File: config.mk
export PLATFORM = sky130hd
export DESIGN_NAME = exe_wb_pipe
export DESIGN_NICKNAME = d
export VERILOG_FILES = /design/src/rtl/exe_wb_pipe.sv
export SDC_FILE = /design/constraint.sdc
export NUM_CORES = 1
export LEC_CHECK = 0
export CAP_MARGIN = 20
export CORE_MARGIN = 3
export CORE_UTILIZATION = 35
export CTS_BUF_LIST = sky130_fd_sc_hd__clkbuf_8
export DETAILED_ROUTE_END_ITERATION = 12
export GPL_ROUTABILITY_DRIVEN = 0
export GPL_TIMING_DRIVEN = 0
export PLACE_DENSITY = 0.65
export SETUP_SLACK_MARGIN = 0.5
export SLEW_MARGIN = 40
export SYNTH_ARGS = -nofsm -noshare
export SYNTH_HDL_FRONTEND = slang
export SYNTH_SLANG_ARGS = --single-unit
File: constraint.sdc
create_clock -name clk -period 2.7 [get_ports clk]
set_input_delay 0.54 -clock clk [delete_from_list [all_inputs] [get_ports clk]]
set_output_delay 0.54 -clock clk [all_outputs]
set_load 0.05 [all_outputs]
File: src/rtl/exe_wb_pipe.sv
// -----------------------------------------------------------------------------
// exe_wb_pipe
//   Execute-to-writeback pipeline stage. It is a 2-entry in-order skid buffer
//   that holds ALU result beats until the writeback stage takes them.
//
//   Handshake: a beat moves across an interface on a rising edge where both
//   valid and ready are high. The upstream side also requires flush_i to be
//   low. in_ready_o and out_valid_o depend only on registered state, so there
//   is no combinational path from either input handshake to either output.
//
//   Ports
//     clk, n_reset             clock, asynchronous active-low reset
//     in_valid_i / in_ready_o  upstream handshake
//     result_i, jump_now_i,    beat payload from the ALU
//     is_branch_i, wen_i,
//     rd_addr_i
//     flush_i                  drop held beats and the incoming beat
//     out_valid_o/out_ready_i  downstream handshake
//     result_o, jump_now_o,    head-beat payload (all zero when empty)
//     wen_o, rd_addr_o
//     stall_cnt_o              saturating count of upstream stall cycles
//     state_dbg_o              current buffer state (EMPTY/ONE/TWO)
// -----------------------------------------------------------------------------
module exe_wb_pipe #(
  parameter int DATA_W = 32,
  parameter int RA_W   = 5
) (
  input  logic              clk,
  input  logic              n_reset,
  input  logic              in_valid_i,
  output logic              in_ready_o,
  input  logic [DATA_W-1:0] result_i,
  input  logic              jump_now_i,
  input  logic              is_branch_i,
  input  logic              wen_i,
  input  logic [RA_W-1:0]   rd_addr_i,
  input  logic              flush_i,
  output logic              out_valid_o,
  input  logic              out_ready_i,
  output logic [DATA_W-1:0] result_o,
  output logic              jump_now_o,
  output logic              wen_o,
  output logic [RA_W-1:0]   rd_addr_o,
  output logic [15:0]       stall_cnt_o,
  output logic [1:0]        state_dbg_o
);

  localparam logic [1:0] EMPTY = 2'd0;
  localparam logic [1:0] ONE   = 2'd1;
  localparam logic [1:0] TWO   = 2'd2;

  typedef struct packed {
    logic [DATA_W-1:0] result;
    logic              jump;
    logic              wen;
    logic [RA_W-1:0]   rd;
  } entry_t;

  logic [1:0]  state_q, state_d;
  entry_t      head_q, head_d;
  entry_t      tail_q, tail_d;
  logic [15:0] stall_cnt_q, stall_cnt_d;

  entry_t in_beat;
  logic   accept;
  logic   release_beat;

  assign in_ready_o  = (state_q != TWO);
  assign out_valid_o = (state_q != EMPTY);

  assign accept       = in_valid_i && in_ready_o && !flush_i;
  assign release_beat = out_valid_o && out_ready_i;

  // Scrub the payload on capture: the ALU may leave jump_now undefined on
  // non-branch beats, and register 0 must never be written.
  always_comb begin
    in_beat        = '0;
    in_beat.result = result_i;
    in_beat.jump   = is_branch_i & jump_now_i;
    in_beat.wen    = wen_i && (rd_addr_i != '0);
    in_beat.rd     = rd_addr_i;
  end

  always_comb begin
    state_d = state_q;
    head_d  = head_q;
    tail_d  = tail_q;

    if (flush_i) begin
      // A release in this same cycle still counts as consumed downstream;
      // everything left over is simply discarded.
      state_d = EMPTY;
      head_d  = '0;
      tail_d  = '0;
    end else begin
      case (state_q)
        EMPTY: begin
          if (accept) begin
            head_d  = in_beat;
            state_d = ONE;
          end
        end
        ONE: begin
          case ({accept, release_beat})
            2'b10: begin
              tail_d  = in_beat;
              state_d = TWO;
            end
            2'b01: begin
              head_d  = '0;
              state_d = EMPTY;
            end
            2'b11: begin
              // Head leaves and the new beat takes its place directly.
              head_d  = in_beat;
              state_d = ONE;
            end
            default: begin
              state_d = ONE;
            end
          endcase
        end
        TWO: begin
          // No accept is possible here (in_ready_o is low).
          if (release_beat) begin
            head_d  = tail_q;
            tail_d  = '0;
            state_d = ONE;
          end
        end
        default: begin
          // Unreachable encoding: recover to a clean empty buffer.
          state_d = EMPTY;
          head_d  = '0;
          tail_d  = '0;
        end
      endcase
    end
  end

  // Upstream stall counter; deliberately unaffected by flush.
  always_comb begin
    stall_cnt_d = stall_cnt_q;
    if (in_valid_i && !in_ready_o && (stall_cnt_q != 16'hFFFF)) begin
      stall_cnt_d = stall_cnt_q + 16'd1;
    end
  end

  always_ff @(posedge clk or negedge n_reset) begin
    if (!n_reset) begin
      state_q     <= EMPTY;
      head_q      <= '0;
      tail_q      <= '0;
      stall_cnt_q <= '0;
    end else begin
      state_q     <= state_d;
      head_q      <= head_d;
      tail_q      <= tail_d;
      stall_cnt_q <= stall_cnt_d;
    end
  end

  assign result_o    = out_valid_o ? head_q.result : '0;
  assign jump_now_o  = out_valid_o ? head_q.jump   : 1'b0;
  assign wen_o       = out_valid_o ? head_q.wen    : 1'b0;
  assign rd_addr_o   = out_valid_o ? head_q.rd     : '0;
  assign stall_cnt_o = stall_cnt_q;
  assign state_dbg_o = state_q;

endmodule

==> metrics.txt <==
# TYPE chip_impl_metric gauge
chip_impl_metric{name="placement.io_buffers",unit=""} 102
chip_impl_info{name="cpMostUsedCell",value="sky130_fd_sc_hd__buf_6"} 1
chip_impl_metric{name="layout_worst_path_cycle_share",unit="%"} 89.8
chip_impl_metric{name="power_frac_clock",unit="%"} 26.4
chip_impl_info{name="hold_path_class",value="in -> async"} 1
chip_impl_metric{name="share_comb_of_total_power",unit="%"} 27.1
chip_impl_info{name="critical-path-slowest-cell",value="sky130_fd_sc_hd__dfrtp_2"} 1
chip_impl_metric{name="timing.max_cap.violations",unit=""} 0
chip_impl_metric{name="grt_max_degree",unit=""} 54
chip_impl_metric{name="synth_largest_type_area_fraction",unit="%"} 51.6
chip_impl_metric{name="dr.pass1.iters",unit=""} 5
chip_impl_metric{name="net_count_synth",unit=""} 522
chip_impl_metric{name="num-nets-final",unit=""} 669
chip_impl_metric{name="worstSkewPairLatency",unit="ns"} 0.36
chip_impl_metric{name="detail_route.iter0.violations",unit=""} 262
chip_impl_metric{name="cellInternalPower",unit="mW"} 2.32
chip_impl_info{name="top_layer_used",value="met4"} 1
chip_impl_info{name="critical_path.cell_chain",value="buf_6, nor2b_4, buf_8, clkbuf_16, nor3b_4, buf_6, ha_4, nor2_4, a22o_1, buf_6, and2b_4, buf_6, o2bb2ai_2"} 1
chip_impl_info{name="run_status",value="finished clean"} 1
chip_impl_metric{name="groute.usage.overall",unit="%"} 19.6
chip_impl_info{name="most_frequent_cell_after_synthesis",value="sky130_fd_sc_hd__dfrtp_1"} 1
chip_impl_info{name="synth_area_leader_cell",value="sky130_fd_sc_hd__dfrtp_1"} 1
chip_impl_metric{name="r2r_cells",unit=""} 13
chip_impl_metric{name="routed-wl-met2",unit="µm"} 7070
chip_impl_metric{name="synthesis.instances",unit=""} 472
chip_impl_metric{name="hold_violations",unit=""} 0
chip_impl_metric{name="die-width",unit="µm"} 121
chip_impl_metric{name="min_period",unit="ns"} 2.42
chip_impl_metric{name="transition_time_at_the_pin_with_the_least_slew_margin",unit="ns"} 0.600
chip_impl_metric{name="cts_buffer_count",unit=""} 9
chip_impl_info{name="synth-main-ff-cell",value="sky130_fd_sc_hd__dfrtp_1"} 1
chip_impl_metric{name="number_of_enable_type_register_cells_in_the_synthesized_netlist",unit=""} 0
chip_impl_metric{name="ctsLongestPathBuffers",unit=""} 2
chip_impl_metric{name="power.density_cell_area",unit="mW/mm²"} 465
chip_impl_metric{name="power.sequential.fraction",unit="%"} 46.6
chip_impl_metric{name="drive_gt1_share",unit="%"} 36.4
chip_impl_info{name="yosys-top-cells-count",value="sky130_fd_sc_hd__dfrtp_1, sky130_fd_sc_hd__nand2_1, sky130_fd_sc_hd__nand3_1"} 1
chip_impl_metric{name="path_clk_slew",unit="ns"} 0.10
chip_impl_metric{name="route.detailed.wl_per_inst",unit="µm"} 18.2
chip_impl_metric{name="finalMaxSlewViolations",unit=""} 0
chip_impl_metric{name="p_sw",unit="mW"} 1.09
chip_impl_metric{name="detailroute.wirelength.met3",unit="µm"} 775
chip_impl_metric{name="skew",unit="ns"} 0.00816
chip_impl_info{name="crit_path_start_kind",value="flip-flop"} 1
chip_impl_metric{name="n_antenna_cell",unit=""} 0
chip_impl_metric{name="num-fill-cells",unit=""} 1113
chip_impl_metric{name="leakage",unit="nW"} 3.56
chip_impl_info{name="synth_area_leaders",value="sky130_fd_sc_hd__dfrtp_1, sky130_fd_sc_hd__o2bb2ai_1, sky130_fd_sc_hd__nand2_1"} 1
chip_impl_metric{name="critPathRequiredTime",unit="ns"} 2.94
chip_impl_metric{name="switching_share",unit="%"} 31.9
chip_impl_info{name="worstSetupPathType",value="reg -> reg"} 1
chip_impl_metric{name="timing.fmax",unit="MHz"} 412
chip_impl_metric{name="wl",unit="µm"} 14500
chip_impl_metric{name="finalCoreUtilization",unit="%"} 57.1
chip_impl_metric{name="floorplan.die_area",unit="mm²"} 0.0147
chip_impl_metric{name="critPathMaxStageDelay",unit="ns"} 0.42
chip_impl_metric{name="dieHeight",unit="µm"} 121
chip_impl_metric{name="ant_nets",unit=""} 0
chip_impl_metric{name="mappedNetlistArea",unit="mm²"} 0.00466
chip_impl_metric{name="wl_met1",unit="µm"} 6420
chip_impl_metric{name="ys_seq_elements",unit=""} 96
chip_impl_metric{name="ioPinCount",unit=""} 104
chip_impl_metric{name="start_util",unit="%"} 36.3
chip_impl_metric{name="core_area",unit="mm²"} 0.0128
chip_impl_metric{name="grt_antenna_before_repair",unit=""} 0
chip_impl_metric{name="synthToLayoutAreaGrowth",unit="%"} 57.3
chip_impl_metric{name="synth.distinct_cells",unit=""} 44
chip_impl_metric{name="ctsHoldBuffers",unit=""} 0
chip_impl_info{name="master_cell_of_the_clock_root_buffer",value="sky130_fd_sc_hd__clkbuf_8"} 1
chip_impl_metric{name="tritoncts_num_sinks",unit=""} 96
chip_impl_metric{name="route.detailed.vias_per_inst",unit=""} 5.30
chip_impl_info{name="timing.rr.start",value="state_dbg_o[1]"} 1
chip_impl_info{name="tritoncts",value="done"} 1
chip_impl_info{name="unrepaired_setup_endpoints_after_global_routing",value="yes"} 1
chip_impl_metric{name="gr-total-overflow",unit=""} 0
chip_impl_metric{name="vdd.ir_drop.worst",unit="mV"} 0.236
chip_impl_metric{name="timing.critical_path.fanout_max",unit=""} 7
chip_impl_metric{name="drc_errors",unit=""} 0
chip_impl_metric{name="cts-htree-levels",unit=""} 3
chip_impl_metric{name="setup-violations-final",unit=""} 0
chip_impl_metric{name="via_count_of_the_first_global_routing_pass",unit=""} 4191
chip_impl_metric{name="synth.yosys.warnings",unit=""} 0
chip_impl_metric{name="detailedPlacementHpwl",unit="µm"} 9140
chip_impl_metric{name="critPathBufInv",unit=""} 6
chip_impl_metric{name="fp-row-count",unit=""} 41
chip_impl_metric{name="r2r_slack",unit="ns"} 0.28
chip_impl_info{name="reg2reg_to",value="head_q[12]"} 1
chip_impl_metric{name="max-slew-margin-rel",unit="%"} 60.0
chip_impl_info{name="critPathCaptureType",value="flip-flop"} 1
chip_impl_metric{name="detailroute.via_count",unit=""} 4219
chip_impl_metric{name="crit_arrival",unit="ns"} 2.67
chip_impl_info{name="crit_family",value="buffers and inverters"} 1
chip_impl_metric{name="grt_pass1_wl",unit="µm"} 22600
chip_impl_metric{name="share_of_flip_flops_with_an_asynchronous_set_or_reset_after_synthesis",unit="%"} 100
chip_impl_metric{name="synth_seq_area_share",unit="%"} 51.6
chip_impl_metric{name="tns",unit="ns"} 0
chip_impl_metric{name="syn-mean-instance-area",unit="µm²"} 9.87
[stage by stage]
step           power [mW]  area, µm²  hold WS (ns)  instances  worst slack [ns]
2_1_floorplan        1.97       4760         0.244        472             0.195
3_3_place_gp         2.23       5990         0.448        746             -2.85
3_5_place_dp         2.26       6030         0.452        747            -0.280
4_1_cts              3.33       6990        0.0562        786             0.311
5_1_grt              3.56       7330        0.0525        796             0.230
6_report             3.41       7330        0.0502        796             0.276
[routing by layer]
layer  GRT usage [%]  up-vias
met5               0        -
met4            5.32        0
met3            3.96       17
met2            32.0      130
met1            26.5     2114
li1                -     1958
[how the worst max path moves through the flow]
| stage | start | end | slack, ns | cells after the start |
|---|---|---|---|---|
| 6_report | state_dbg_o[1] | head_q[12] | 0.28 | 13 |
| 4_1_cts | state_dbg_o[1] | head_q[17] | 0.31 | 13 |
| 3_5_place_dp | in_valid_i | head_q[12] | -0.28 | 8 |
| 3_3_place_gp | n_reset | state_dbg_o[0] | -2.85 | 1 |
| 2_1_floorplan | state_dbg_o[1] | head_q[0] | 0.19 | 12 |
| 5_1_grt | state_dbg_o[1] | head_q[17] | 0.23 | 13 |
[worst reg2reg max path, cell delays in order (launching register included)]
cell and delay [ns]:
sky130_fd_sc_hd__dfrtp_2 0.42, sky130_fd_sc_hd__buf_6 0.13, sky130_fd_sc_hd__nor2b_4 0.12, sky130_fd_sc_hd__buf_8 0.11, sky130_fd_sc_hd__clkbuf_16 0.14, sky130_fd_sc_hd__nor3b_4 0.25, sky130_fd_sc_hd__buf_6 0.14, sky130_fd_sc_hd__ha_4 0.15
sky130_fd_sc_hd__nor2_4 0.04, sky130_fd_sc_hd__a22o_1 0.19, sky130_fd_sc_hd__buf_6 0.12, sky130_fd_sc_hd__and2b_4 0.22, sky130_fd_sc_hd__buf_6 0.16, sky130_fd_sc_hd__o2bb2ai_2 0.12
[final cells by class]
cell class	count	area (µm²)	share of cell area (%)
plain buffers	37	407	5.55
clock buffers	11	151	2.07
clock inverters	5	32.5	0.444
inverters	5	21.3	0.290
multi-input cells	334	2540	34.6
flip-flops and latches	96	2400	32.8
well taps	172	215	2.94
repair buffers	136	1560	21.3
[cells by family (layout without fill, tap and decap cells)]
family                     after synthesis  count (layout)  share of synthesized area (%)
xor gates and xnor gates                12              12                           2.26
muxes                                   10              10                           2.20
buffers and inverters                   42             194                           3.79
adders and majority gates                5               5                           1.34
and+or+nand+nor                        214             214                           23.1
DFF                                     96              96                           51.6
AOI/OAI and AO/OA                       93              93                           15.7
[power by group through the flow]
stage	registers, mW	logic, mW	clock network, mW
after global routing	1.60	0.980	0.986
after floorplan	1.63	0.340	0
after global placement	1.60	0.637	0
after CTS	1.58	0.828	0.914
final	1.59	0.922	0.898
after detailed placement	1.60	0.655	0
[state kept, by name, indices dropped and copies added (netlist names)]
register / count
state_dbg_o: 2
stall_cnt_o: 16
tail_q: 39
head_q: 39
[placed cells by master (no fill, tap or decap), types with 5 or more instances in the layout]
| master | instances |
|---|---|
| sky130_fd_sc_hd__a22oi_1 | 30 |
| sky130_fd_sc_hd__a22oi_2 | 7 |
| sky130_fd_sc_hd__and2_4 | 38 |
| sky130_fd_sc_hd__buf_4 | 24 |
| sky130_fd_sc_hd__buf_6 | 31 |
| sky130_fd_sc_hd__buf_8 | 35 |
| sky130_fd_sc_hd__clkbuf_1 | 5 |
| sky130_fd_sc_hd__clkbuf_16 | 6 |
| sky130_fd_sc_hd__clkbuf_8 | 13 |
| sky130_fd_sc_hd__clkdlybuf4s50_1 | 50 |
| sky130_fd_sc_hd__dfrtp_1 | 94 |
| sky130_fd_sc_hd__dlymetal6s2s_1 | 9 |
| sky130_fd_sc_hd__mux2i_1 | 8 |
| sky130_fd_sc_hd__nand2_1 | 81 |
| sky130_fd_sc_hd__nand3_1 | 42 |
| sky130_fd_sc_hd__nor2_1 | 17 |
| sky130_fd_sc_hd__nor3_1 | 6 |
| sky130_fd_sc_hd__o2bb2ai_1 | 8 |
| sky130_fd_sc_hd__o2bb2ai_2 | 27 |
| sky130_fd_sc_hd__xor2_1 | 11 |
[timing repair]
| action | CTS | global route |
|---|---|---|
| gates cloned | 6 | 3 |
| hold endpoints to repair | 0 | 0 |
| setup buffers | 17 | 7 |
| resized for setup | 414 | 87 |
| endpoints found under the setup margin | 120 | 128 |
| pin swaps | 27 | 13 |
Note: power is estimated with default switching activity, not from simulation.
